$ cat config.mk
export PLATFORM = sky130hd
export DESIGN_NAME = fetch_unit
export DESIGN_NICKNAME = d
export VERILOG_FILES = /design/src/rtl/fetch_unit_pkg.sv /design/src/rtl/fetch_fifo.sv /design/src/rtl/fetch_unit.sv
export SDC_FILE = /design/constraint.sdc
export NUM_CORES = 1
export LEC_CHECK = 0
export ABC_AREA = 1
export BUFFER_PORTS_ARGS = -buffer_cell sky130_fd_sc_hd__buf_2
export CORE_MARGIN = 10
export CORE_UTILIZATION = 55
export CTS_CLUSTER_SIZE = 12
export DETAILED_ROUTE_END_ITERATION = 8
export GPL_ROUTABILITY_DRIVEN = 0
export PLACE_DENSITY = 0.8
export SLEW_MARGIN = 20
export SYNTH_ARGS = -nofsm -noshare
export SYNTH_HDL_FRONTEND = slang
export SYNTH_HIERARCHICAL = 1
export SYNTH_SLANG_ARGS = --single-unit
$ cat constraint.sdc
create_clock -name clk -period 10.27 [get_ports clk]
set_clock_uncertainty 0.2 [all_clocks]
set_input_delay 2.054 -clock clk [delete_from_list [all_inputs] [get_ports clk]]
set_output_delay 2.054 -clock clk [all_outputs]
set_load 0.05 [all_outputs]
$ cat src/rtl/fetch_unit_pkg.sv
// Shared definitions for the instruction-fetch stage.
// Latency: none (constants only).
// Backpressure: not applicable.
package fetch_unit_pkg;

  // Fetch state encoding: BOOT is a single bubble after reset, RUN fetches, HALTED drains only.
  localparam logic [1:0] ST_BOOT   = 2'd0;
  localparam logic [1:0] ST_RUN    = 2'd1;
  localparam logic [1:0] ST_HALTED = 2'd2;

  // Instruction presented to decode when nothing is buffered.
  localparam logic [31:0] NOP_INSTR = 32'h0000_0000;

  // Default PC after reset and per-fetch increment.
  localparam logic [31:0] DEFAULT_RESET_PC = 32'h0000_0000;
  localparam int          DEFAULT_PC_STEP  = 4;

endpackage

$ cat src/rtl/fetch_fifo.sv
// Synchronous FIFO holding fetched {pc, instr} entries between fetch and decode.
// Latency: a pushed entry is visible at the head on the cycle after the push.
// Backpressure: caller must only push when not full or when popping the same cycle; flush wins.
module fetch_fifo #(
  parameter int DEPTH = 2,
  parameter int WIDTH = 64
) (
  input  logic                       clk,
  input  logic                       rst,
  input  logic                       push,
  input  logic [WIDTH-1:0]           push_data,
  input  logic                       pop,
  input  logic                       flush,
  output logic [WIDTH-1:0]           head,
  output logic [$clog2(DEPTH):0]     count
);

  localparam int PTR_W = $clog2(DEPTH);
  localparam int CNT_W = PTR_W + 1;

  logic [WIDTH-1:0] mem [DEPTH];
  logic [PTR_W-1:0] wr_ptr;
  logic [PTR_W-1:0] rd_ptr;
  logic             pop_ok;

  // A pop on an empty FIFO is meaningless, so it is dropped here.
  assign pop_ok = pop && (count != '0);
  assign head   = mem[rd_ptr];

  // Storage write; pointers are what make an entry live, so no reset is needed here.
  always_ff @(posedge clk) begin
    if (push) begin
      mem[wr_ptr] <= push_data;
    end
  end

  // Pointer and occupancy tracking; flush discards everything like a reset.
  always_ff @(posedge clk) begin
    if (rst || flush) begin
      wr_ptr <= '0;
      rd_ptr <= '0;
      count  <= '0;
    end else begin
      if (push) begin
        wr_ptr <= wr_ptr + PTR_W'(1);
      end
      if (pop_ok) begin
        rd_ptr <= rd_ptr + PTR_W'(1);
      end
      count <= count + CNT_W'(push) - CNT_W'(pop_ok);
    end
  end

endmodule

$ cat src/rtl/fetch_unit.sv
// Instruction fetch: owns the PC, fetches from a combinational IM and buffers {pc, instr} for decode.
// Latency: one cycle from fetch to the entry appearing on instr_out; one bubble cycle after reset.
// Backpressure: id_ready low stalls the FIFO; fetch pauses when full unless the head is popped.
module fetch_unit
  import fetch_unit_pkg::*;
#(
  parameter int              ADDR_W   = 32,
  parameter int              INSTR_W  = 32,
  parameter int              DEPTH    = 2,
  parameter logic [ADDR_W-1:0] RESET_PC = ADDR_W'(DEFAULT_RESET_PC),
  parameter int              PC_STEP  = DEFAULT_PC_STEP
) (
  input  logic               clk,
  input  logic               rst,
  output logic [ADDR_W-1:0]  imem_addr,
  input  logic [INSTR_W-1:0] imem_instr,
  output logic [INSTR_W-1:0] instr_out,
  output logic [ADDR_W-1:0]  pc_out,
  output logic               instr_valid,
  input  logic               id_ready,
  input  logic               redirect_valid,
  input  logic [ADDR_W-1:0]  redirect_pc,
  input  logic               halt_req,
  output logic               halted
);

  localparam int CNT_W = $clog2(DEPTH) + 1;
  localparam int ENT_W = ADDR_W + INSTR_W;

  logic [1:0]          state;
  logic [ADDR_W-1:0]   pc;
  logic [CNT_W-1:0]    count;
  logic [ENT_W-1:0]    head;
  logic                pop;
  logic                push;
  logic                redirect;
  logic                not_empty;

  // BOOT ignores redirects entirely; elsewhere a redirect flushes and reloads the PC.
  assign redirect  = redirect_valid && (state != ST_BOOT);
  assign not_empty = (count != '0);
  assign pop       = not_empty && id_ready;
  assign push      = (state == ST_RUN) && !redirect_valid &&
                     ((count < CNT_W'(DEPTH)) || pop);

  fetch_fifo #(
    .DEPTH (DEPTH),
    .WIDTH (ENT_W)
  ) u_fifo (
    .clk       (clk),
    .rst       (rst),
    .push      (push),
    .push_data ({pc, imem_instr}),
    .pop       (pop),
    .flush     (redirect),
    .head      (head),
    .count     (count)
  );

  assign imem_addr   = pc;
  assign instr_valid = not_empty;
  assign instr_out   = not_empty ? head[INSTR_W-1:0] : INSTR_W'(NOP_INSTR);
  assign pc_out      = not_empty ? head[ENT_W-1:INSTR_W] : '0;
  assign halted      = (state == ST_HALTED);

  // PC register: redirect target is word-aligned; otherwise advance on every accepted fetch.
  always_ff @(posedge clk) begin
    if (rst) begin
      pc <= RESET_PC;
    end else if (redirect) begin
      pc <= redirect_pc & ~ADDR_W'(3);
    end else if (push) begin
      pc <= pc + ADDR_W'(PC_STEP);
    end
  end

  // Fetch FSM: redirect has priority over halt, and a halt still lets that cycle's fetch land.
  always_ff @(posedge clk) begin
    if (rst) begin
      state <= ST_BOOT;
    end else begin
      case (state)
        ST_BOOT:   state <= ST_RUN;
        ST_RUN:    if (!redirect_valid && halt_req) state <= ST_HALTED;
        ST_HALTED: if (redirect_valid) state <= ST_RUN;
        default:   state <= ST_BOOT;
      endcase
    end
  end

endmodule

== After elaboration in Yosys (flattened, before gate mapping) ==
Memories as Yosys holds them, arrays and structs flattened. A register that Yosys moved wholly into a read port is not among the register bits.
Cells that the tools add are included.

* Mux-type cells: 11
* Equality and inequality tests: 4
* Add/subtract/negate cells: 5
* Reduce and logical (&&, ||, !) cells: 15
* $lt $le $gt $ge: 1

{| class="wikitable"
|+ Operators with widths
! operator !! count
|-
| $mux 32 || 4
|-
| $add 32x3->32 const B || 1
|-
| $logic_and 1x1->1 || 6
|-
| $pmux 2 s3 || 1
|-
| $reduce_bool 2->1 || 3
|-
| $mux 1 || 4
|-
| $mux 2 || 2
|-
| $add 1x1->1 const B || 2
|-
| $add 2x1->2 || 1
|-
| $eq 2x1->1 const B || 1
|-
| $eq 2x2->1 const B || 1
|-
| $logic_not 2->1 || 1
|-
| $logic_or 1x1->1 || 2
|-
| $lt 2x2->1 const B || 1
|-
| $ne 2x1->1 const B || 1
|-
| $ne 2x2->1 const B || 1
|-
| $reduce_and 2->1 || 1
|-
| $reduce_or 2->1 || 1
|-
| $sub 2x1->2 || 1
|-
| $logic_not 1->1 || 1
|}

* RAM bits: 128
* Bits of input ports: 69
* Memories kept: 1
* Logic and storage cells: 43
* Output and inout port bits: 98
* Register bits: 38

{| class="wikitable"
|+ Memories
! memory !! words !! width !! rd ports !! clocked after Yosys merged registers in !! write ports !! line !! source
|-
| u_fifo.mem || 2 || 64 || 1 || 1 || 1 || fetch_fifo.sv:21 || <nowiki>logic [WIDTH-1:0] mem [DEPTH];</nowiki>
|}

== Depth between registers and ports, before layout ==
Gate-level depths: netlist of the first run.

* Depth after elaboration: 6
* Gate-level depth with buffers: 13
* Mapped depth without buffers: 13

== Modules after synthesis ==
The synthesis of the first run kept the hierarchy.

{| class="wikitable"
|+ Modules (own cells, without submodules)
! module !! cells an instance !! area each (um^2) !! sequential area each (um^2) !! instances
|-
| fetch_fifo || 236 || 5163.7 || 3943.8 || 1
|-
| fetch_unit || 544 || 2912.8 || 640.6 || 1
|}

== Worst setup path before layout of the first run ==
Ideal clock, no wire load.

* Kind: input-to-reg
* From: in redirect_valid
* To: mem u_fifo.mem[0][0], enable pin
* Stages on the path: 5
* Setup slack: 4346 ps
* Required time: 9584 ps
* Buffers on the path: 0
* Arrival: 5238 ps
* Cell sequence: inv_1 > nand3_4 > clkinv_1 > inv_1 > nor2_1

* Longest elaborated chain between the ends: 5

{| class="wikitable"
|+ RTL lines
! item !! line !! source
|-
| start, declared || fetch_unit.sv:21 || <nowiki>input logic redirect_valid,</nowiki>
|-
| $logic_not 1->1 || fetch_unit.sv:43 || <nowiki>assign push = (state == ST_RUN) && !redirect_valid &&</nowiki>
|-
| $logic_and 1x1->1 (2 in a row) || fetch_unit.sv:43 ||
|-
| net push || fetch_unit.sv:35 || <nowiki>logic push;</nowiki>
|-
| $mux 1 || fetch_fifo.sv:32 || <nowiki>if (push) begin</nowiki>
|-
| $mux 1 (not written as such) || fetch_fifo.sv:33 || <nowiki>mem[wr_ptr] <= push_data;</nowiki>
|-
| end, declared || fetch_fifo.sv:21 ||
|}

The timed path passes the listed nets, and every way through them passes these cells.

==> qor.txt, run 1 <==
STATUS
-------------------------------------------------------------------------------------------
Status                                                                         finished, final reports clean

WORST SETUP PATH
-------------------------------------------------------------------------------------------
CP top delay family                                                            buffers and inverters
Capture instance of the worst register-to-register path                        u_fifo/mem[0][58]
Reg2Reg Launch Point                                                               state[0]
Highest net fanout along the worst path                                                  41
Worst reg2reg setup slack                                                           7.37 ns
Largest stage delay, worst path                                                     0.69 ns
Worst Path Required                                                                 8.02 ns
Data arrival, critical path                                                         2.56 ns
Worst path bufs/invs                                                                      3
Slowest library cell on the worst path                                         sky130_fd_sc_hd__buf_4
Cell breakdown of the critical path                                            buf_4, mux2_4, inv_1, nor2_1, buf_2
Classification of the worst setup path                                         flop to output port
Category of the worst setup path launch point                                          flop
Logic depth of the worst register-to-register path                                        7
CP endpoint kind                                                                output port

SYNTHESIS
-------------------------------------------------------------------------------------------
Count of cell types in the netlist                                                       35
Post-synth top area cell                                                       sky130_fd_sc_hd__edfxtp_1
Post-synthesis register bit count                                                       165
Number of enable-type register cells in the synthesized netlist                         128
Most instantiated cells after synthesis                                        sky130_fd_sc_hd__nor2_1, sky130_fd_sc_hd__nand2_1, sky130_fd_sc_hd__edfxtp_1, sky130_fd_sc_hd__inv_1, sky130_fd_sc_hd__mux2_4
Share of the synthesized area in the top cell type                                    47.6%
Portion of the post-synthesis area used by sequential elements                        56.8%
Cell count after synthesis                                                              780
Dominant cell by count in the synthesized netlist                              sky130_fd_sc_hd__nor2_1
Top FF cell, synth                                                             sky130_fd_sc_hd__edfxtp_1
Total standard cell area after synthesis                                          8080 um^2
Ys async rst share                                                                       0%
Synth warn                                                                                6
Syn avg cell area                                                                 10.4 um^2
Biggest area contributors in the synthesized netlist                           sky130_fd_sc_hd__edfxtp_1, sky130_fd_sc_hd__mux2_4, sky130_fd_sc_hd__dfxtp_1, sky130_fd_sc_hd__nor2_1, sky130_fd_sc_hd__nand2_1

CLOCKING
-------------------------------------------------------------------------------------------
Post-cts resize count                                                                     0
Number of sinks on the clock net                                                        165
Number of buffers on the longest clock path                                               2
Htree depth                                                                               4
Clock tree from TritonCTS                                                             built
Hold buffers post-CTS                                                                     0
CTS clk-pin slew, worst paths                                                       0.06 ns
Source-to-sink clock delay at the later pin of the worst-skew pair                  0.41 ns
Root Buffer Master                                                             sky130_fd_sc_hd__clkbuf_16
Total clock buffers created by CTS                                                       17
Setup Buffers After CTS                                                                   0

ROUTE
-------------------------------------------------------------------------------------------
DR pass1 iterations                                                                       5
Count of unresolved DRC violations after routing                                          0
Avg Vias per Cell                                                                      5.06
Wire length per cell after detailed routing                                         15.4 um
Total via count in the routed design                                                  5,766
Antenna Violating Nets Remaining                                                          0
Detailed-route wire length                                                          17.6 mm
Number of design-rule violations left by the first detailed-router iteration            419

GRT
-------------------------------------------------------------------------------------------
Global-route wire length before repair                                              28.3 mm
Total congestion overflow                                                                 0
Global routing usage summed across all routing layers                                 17.6%
Largest net degree at the start of global routing                                        67
Vias in the first global route                                                        5,619
Antenna violations before repair                                                          0

PLACED DESIGN
-------------------------------------------------------------------------------------------
Placed Cells incl. Taps                                                               1,108
Count of input and output buffers                                                       162
HPWL after detailed placement                                                       12.4 mm
Place WS                                                                            5.56 ns

TIMING
-------------------------------------------------------------------------------------------
RSZ-0062 raised after global routing                                                  false
Max-slew headroom at the worst pin                                                    50.4%
Transition at the pin with the smallest max-transition slack                       0.744 ns
Setup violations, final                                                                   0
Fin worst setup slack                                                               5.46 ns
Aggregate negative setup slack                                                         0 ns
Share of the cycle needed by the critical path after routing                          46.9%
Minimum period implied by the final worst setup slack                               4.81 ns
Max Slew Vio Count                                                                        0
Peak clock frequency supported by timing                                            208 MHz
Final count of hold timing violations                                                     0

FLOORPLAN
-------------------------------------------------------------------------------------------
Initial core utilization                                                              55.8%
DIE HEIGHT                                                                           141 um
Count of standard-cell rows                                                              44
I/O pin total                                                                           167
Floorplan die area                                                              19,900 um^2
Horizontal extent of the die                                                         141 um
Area of the placeable core                                                      14,500 um^2

POWER AND IR DROP
-------------------------------------------------------------------------------------------
Total chip power                                                                  0.00159 W
Power per Cell Area                                                             168 nW/um^2
Worst IR Drop VDD                                                                  0.118 mV
Leakage power summed over all cells                                                 4.11 nW

FINAL LAYOUT
-------------------------------------------------------------------------------------------
Number of nets in the final layout                                                    1,015
Antenna diodes                                                                            0
Filler Cell Count                                                                     1,185
Post-layout instance count excluding filler cells                                     1,140
Fraction of final layout cells sized beyond drive strength 1                          30.8%
Sequential Area                                                                   4590 um^2
Multi-input gate area in the final layout                                         2850 um^2
Area Overhead vs Synth                                                                17.9%

HOLD PATH
-------------------------------------------------------------------------------------------
Type of the worst min-delay path                                               flop to flop
Number of stages on the worst hold path                                                   2
Launch point of the worst hold path                                            u_fifo/rd_ptr

FLOW RUN
-------------------------------------------------------------------------------------------
Max Cap Viol                                                                              0

-- registers in the layout, summed over array words and instances (netlist names), named ones only --
register and cells:
imem_addr 30, u_fifo/mem 128, state 2, u_fifo/rd_ptr 1, u_fifo/wr_ptr 1, u_fifo/count 2
-- metrics by stage --
stage	utilization [%]	cell area, um^2	hold WS (ns)
3_5_place_dp	61.8	8940	0.290
4_1_cts	65.8	9520	0.305
3_3_place_gp	61.8	8940	0.280
6_report	65.8	9520	0.301
5_1_grt	65.8	9520	0.357
2_1_floorplan	-	8100	0.267
-- where the power goes --
group / leakage, nW / total (W) / switching, W / internal, W
Combinational: 2.35 / 0.000216 / 0.000155 / 0.0000603
Clock: 0.267 / 0.000611 / 0.000251 / 0.000360
Sequential: 1.49 / 0.000769 / 0.0000212 / 0.000748
Total: 4.11 / 0.00159 / 0.000427 / 0.00117
-- worst max-delay path by stage --
stage	endpoint	slack [ns]	cells after the start
finish	pc_out[18]	5.46	5
global route	pc_out[19]	5.31	5
CTS	pc_out[18]	5.41	5
detailed placement	u_fifo/mem[0][60]	5.56	8
global placement	u_fifo/mem[0][60]	5.56	8
floorplan	u_fifo/mem[0][0]	4.35	5
-- final cells by class --
class / instances / share of cell area, %
Multi-Input combinational cell: 479 / 29.9
Clock inverter: 14 / 1.58
Inverter: 113 / 4.46
Sequential cell: 165 / 48.2
Tap cell: 184 / 2.42
Timing Repair Buffer: 167 / 8.91
Clock buffer: 18 / 4.51
-- cells by family (layout without fill, tap and decap cells) --
logic type	after synthesis	count (layout)	share of synthesized area, %
compound gates	40	40	3.02
buf+inv	141	312	8.37
simple gates	365	365	19.5
mux	64	64	11.7
other cells	1	6	0.0464
xor+xnor	1	1	0.108
flops	165	165	56.8
fa+ha+maj	3	3	0.465
-- cells in the final DEF, fill, tap and decap left out --
cell type,n
sky130_fd_sc_hd__nand3b_1,2
sky130_fd_sc_hd__buf_4,5
sky130_fd_sc_hd__clkinv_1,2
sky130_fd_sc_hd__nor2_4,11
sky130_fd_sc_hd__o211ai_1,8
sky130_fd_sc_hd__ha_1,3
sky130_fd_sc_hd__mux2_4,60
sky130_fd_sc_hd__inv_2,5
sky130_fd_sc_hd__o21ai_0,5
sky130_fd_sc_hd__nor3_1,4
sky130_fd_sc_hd__edfxtp_1,128
sky130_fd_sc_hd__o21ai_2,1
sky130_fd_sc_hd__clkbuf_1,1
sky130_fd_sc_hd__clkinvlp_4,5
sky130_fd_sc_hd__clkinv_4,1
sky130_fd_sc_hd__buf_2,162
sky130_fd_sc_hd__a31oi_1,8
sky130_fd_sc_hd__nand2_1,139
sky130_fd_sc_hd__a221oi_2,1
sky130_fd_sc_hd__dfxtp_4,1
sky130_fd_sc_hd__nand2_2,5
sky130_fd_sc_hd__and2_1,2
sky130_fd_sc_hd__clkinv_2,1
sky130_fd_sc_hd__conb_1,6
sky130_fd_sc_hd__nor2_1,143
sky130_fd_sc_hd__mux2_2,4
sky130_fd_sc_hd__nor2_2,6
sky130_fd_sc_hd__nand2_4,1
sky130_fd_sc_hd__dfxtp_1,36
sky130_fd_sc_hd__nand3_4,1
sky130_fd_sc_hd__a21oi_1,17
sky130_fd_sc_hd__nand3_1,47
sky130_fd_sc_hd__bufinv_16,2
sky130_fd_sc_hd__nand4_1,3
sky130_fd_sc_hd__xor2_1,1
sky130_fd_sc_hd__clkbuf_16,17
sky130_fd_sc_hd__nor3_2,1
sky130_fd_sc_hd__inv_1,107
sky130_fd_sc_hd__inv_6,4
-- per-layer routing --
layer,up-vias,part of all wire [%],GRT usage (%)
met4,0,2.0,6.36
li1,2872,-,-
met1,2655,42,21.2
met3,31,7.9,5.11
met5,-,0,0
met2,208,49,29.2
-- worst register-to-register path, cell delays in order (launching register included) --
cell	delay (ns)
sky130_fd_sc_hd__dfxtp_1	0.38
sky130_fd_sc_hd__inv_2	0.07
sky130_fd_sc_hd__nor2_4	0.11
sky130_fd_sc_hd__nand3_4	0.15
sky130_fd_sc_hd__clkinv_1	0.30
sky130_fd_sc_hd__inv_1	0.15
sky130_fd_sc_hd__nor2_4	0.53
sky130_fd_sc_hd__buf_4	0.62
Power figures use the tool's default switching activity.
==> inputs of run 2 (changes only) <==
==> constraint.sdc (replaced) <==
create_clock -name clk -period 4.97 [get_ports clk]
set_clock_uncertainty 0.2 [all_clocks]
set_input_delay 0.994 -clock clk [delete_from_list [all_inputs] [get_ports clk]]
set_output_delay 0.994 -clock clk [all_outputs]
set_load 0.05 [all_outputs]
==> qor.txt, run 2 (synthesis gave the netlist of run 1 again) <==
GRT
-------------------------------------------------------------------------------------------
Antenna violations before repair                                                          0   unchanged
Global routing usage summed across all routing layers                                 17.5%   was 17.6%
Global-route wire length before repair                                              28.1 mm   was 28.3 mm
Total congestion overflow                                                                 0   unchanged
Vias in the first global route                                                        5,597   was 5,619
Largest net degree at the start of global routing                                        61   was 67

ROUTE
-------------------------------------------------------------------------------------------
Avg Vias per Cell                                                                      5.06   about the same
Count of unresolved DRC violations after routing                                          0   unchanged
DR pass1 iterations                                                                       5   unchanged
Antenna Violating Nets Remaining                                                          0   unchanged
Detailed-route wire length                                                          17.6 mm   about the same
Total via count in the routed design                                                  5,775   was 5,766
Wire length per cell after detailed routing                                         15.4 um   about the same
Number of design-rule violations left by the first detailed-router iteration            363   was 419

WORST SETUP PATH
-------------------------------------------------------------------------------------------
Largest stage delay, worst path                                                     0.68 ns   was 0.69 ns
Data arrival, critical path                                                         2.29 ns   was 2.56 ns
Worst path bufs/invs                                                                      4   was 3
CP top delay family                                                            buffers and inverters   unchanged
Classification of the worst setup path                                         flop to output port   unchanged
Cell breakdown of the critical path                                            buf_16, buf_4, mux2_4, inv_1, nor2_1, buf_2   was buf_4, mux2_4, inv_1, nor2_1, buf_2
Highest net fanout along the worst path                                                  36   was 41
CP endpoint kind                                                                output port   unchanged
Slowest library cell on the worst path                                         sky130_fd_sc_hd__dfxtp_4   was sky130_fd_sc_hd__buf_4
Category of the worst setup path launch point                                          flop   unchanged
Worst Path Required                                                                 3.78 ns   was 8.02 ns

CLOCKING
-------------------------------------------------------------------------------------------
Total clock buffers created by CTS                                                       17   unchanged
Source-to-sink clock delay at the later pin of the worst-skew pair                  0.42 ns   was 0.41 ns
Root Buffer Master                                                             sky130_fd_sc_hd__clkbuf_16   unchanged
Htree depth                                                                               4   unchanged
Setup Buffers After CTS                                                                   0   unchanged
Number of buffers on the longest clock path                                               2   unchanged
Post-cts resize count                                                                     0   unchanged
Clock tree from TritonCTS                                                             built   unchanged
Hold buffers post-CTS                                                                     0   unchanged
CTS clk-pin slew, worst paths                                                       0.06 ns   about the same
Number of sinks on the clock net                                                        165   unchanged

FINAL LAYOUT
-------------------------------------------------------------------------------------------
Area Overhead vs Synth                                                                18.8%   was 17.9%
Commonest cells after routing, fill and taps aside                             sky130_fd_sc_hd__buf_2, sky130_fd_sc_hd__nor2_1, sky130_fd_sc_hd__nand2_1   unchanged
Core utilization of the finished layout                                               66.3%   was 65.8%
Final Instance Area                                                               9590 um^2   was 9520 um^2
Filler Cell Count                                                                     1,137   was 1,185
Post-layout instance count excluding filler cells                                     1,142   was 1,140
Number of flip-flops under the largest register name                                    128   unchanged
Fraction of final layout cells sized beyond drive strength 1                          30.7%   was 30.8%
Most common library cell in the layout ignoring fill and taps                  sky130_fd_sc_hd__buf_2   unchanged
Number of nets in the final layout                                                    1,016   was 1,015
Top register by number of flip-flops                                             u_fifo/mem   unchanged

POWER AND IR DROP
-------------------------------------------------------------------------------------------
Worst IR Drop VDD                                                                  0.222 mV   was 0.118 mV
Switching power share of the total                                                    25.7%   was 26.8%
Net switching power                                                              0.000861 W   was 0.000427 W
Relative contribution of sequential cells to total power                              47.3%   was 48.2%
Leakage power summed over all cells                                                 4.15 nW   was 4.11 nW
Power per Cell Area                                                             350 nW/um^2   was 168 nW/um^2
Power share of the clock group                                                        39.3%   was 38.3%
Part of the power in combinational logic                                              13.3%   was 13.5%
Power Internal                                                                    0.00250 W   was 0.00117 W

TIMING
-------------------------------------------------------------------------------------------
Peak clock frequency supported by timing                                            287 MHz
Final count of hold timing violations                                                     0   unchanged
Minimum period implied by the final worst setup slack                               3.48 ns
Max-slew headroom at the worst pin                                                    36.8%   was 50.4%
Max Slew Vio Count                                                                        0   unchanged
Hold_ws                                                                            0.319 ns   was 0.301 ns
Transition at the pin with the smallest max-transition slack                       0.948 ns   was 0.744 ns
Setup violations, final                                                                   0   unchanged
Share of the cycle needed by the critical path after routing                          70.0%
Aggregate negative setup slack                                                         0 ns   unchanged
RSZ-0062 raised after global routing                                                  false   unchanged

FLOORPLAN
-------------------------------------------------------------------------------------------
Area of the placeable core                                                      14,500 um^2   unchanged
Floorplan die area                                                              19,900 um^2   unchanged
Initial core utilization                                                              55.8%   unchanged
Count of standard-cell rows                                                              44   unchanged
DIE HEIGHT                                                                           141 um   unchanged
I/O pin total                                                                           167   unchanged
Horizontal extent of the die                                                         141 um   unchanged

FLOW RUN
-------------------------------------------------------------------------------------------
Max Cap Viol                                                                              0   unchanged

PLACED DESIGN
-------------------------------------------------------------------------------------------
Count of input and output buffers                                                       162   unchanged
Placed Cells incl. Taps                                                               1,108   unchanged
Standard cell area after detailed placement                                       8950 um^2   was 8940 um^2
HPWL after detailed placement                                                       12.4 mm   about the same

STATUS
-------------------------------------------------------------------------------------------
Status                                                                         finished, final reports clean   unchanged

HOLD PATH
-------------------------------------------------------------------------------------------
Type of the worst min-delay path                                               flop to flop   unchanged

[run 2: area by class of cell]
| cell class | instances | area (um^2) | area share (%) |
|---|---|---|---|
| inverter | 113 | 424 | 4.42 |
| multi-input combinational | 479 | 2850 | 29.7 |
| clock inverter | 7 | 93.8 | 0.978 |
| antenna | 1 | 2.50 | 0.0261 |
| sequential | 165 | 4590 | 47.8 |
| clock buffer | 25 | 517 | 5.39 |
| timing repair buffer | 168 | 888 | 9.26 |
| tap | 184 | 230 | 2.40 |
[run 2: worst paths after layout]
kind	startpoint	to	slack, ns	cells after the start
worst max-delay path	flop	instr_out[19]	1.49	6
worst min-delay path	u_fifo/rd_ptr	u_fifo/rd_ptr	0.32	2
worst max register to register	u_fifo/count[1]	u_fifo/mem[1][23]	2.29	6
worst min register to register	u_fifo/rd_ptr	u_fifo/rd_ptr	0.32	2
[run 2: metal layers]
layer / GRT usage [%] / wire length [um] / up-vias
met5: 0 / 0 / -
met4: 7.17 / 359 / 0
met3: 5.48 / 1400 / 28
met2: 27.4 / 8360 / 221
met1: 22.0 / 7500 / 2648
li1: - / - / 2878
[run 2: power groups by stage]
| stage | logic, W | clock network, W | registers (W) |
|---|---|---|---|
| 2_1_floorplan | 0.000291 | 0 | 0.00166 |
| 3_3_place_gp | 0.000442 | 0 | 0.00161 |
| 4_1_cts | 0.000452 | 0.00135 | 0.00159 |
| 5_1_grt | 0.000486 | 0.00140 | 0.00159 |
| 3_5_place_dp | 0.000450 | 0 | 0.00162 |
| 6_report | 0.000448 | 0.00132 | 0.00159 |
[run 2: worst register-to-register path, stage by stage (launching register included)]
cell and delay [ns]:
sky130_fd_sc_hd__dfxtp_1 0.35, sky130_fd_sc_hd__nand2_1 0.18, sky130_fd_sc_hd__nand3_4 0.17, sky130_fd_sc_hd__clkinv_1 0.29, sky130_fd_sc_hd__nand2_1 0.11, sky130_fd_sc_hd__inv_2 0.38
sky130_fd_sc_hd__buf_4 0.60
[run 2: through the flow]
stage,worst slack (ns),power (W)
after floorplan,0.106,0.00195
final,1.49,0.00336
after global routing,1.36,0.00348
after detailed placement,1.54,0.00207
after global placement,1.56,0.00206
after CTS,1.23,0.00339
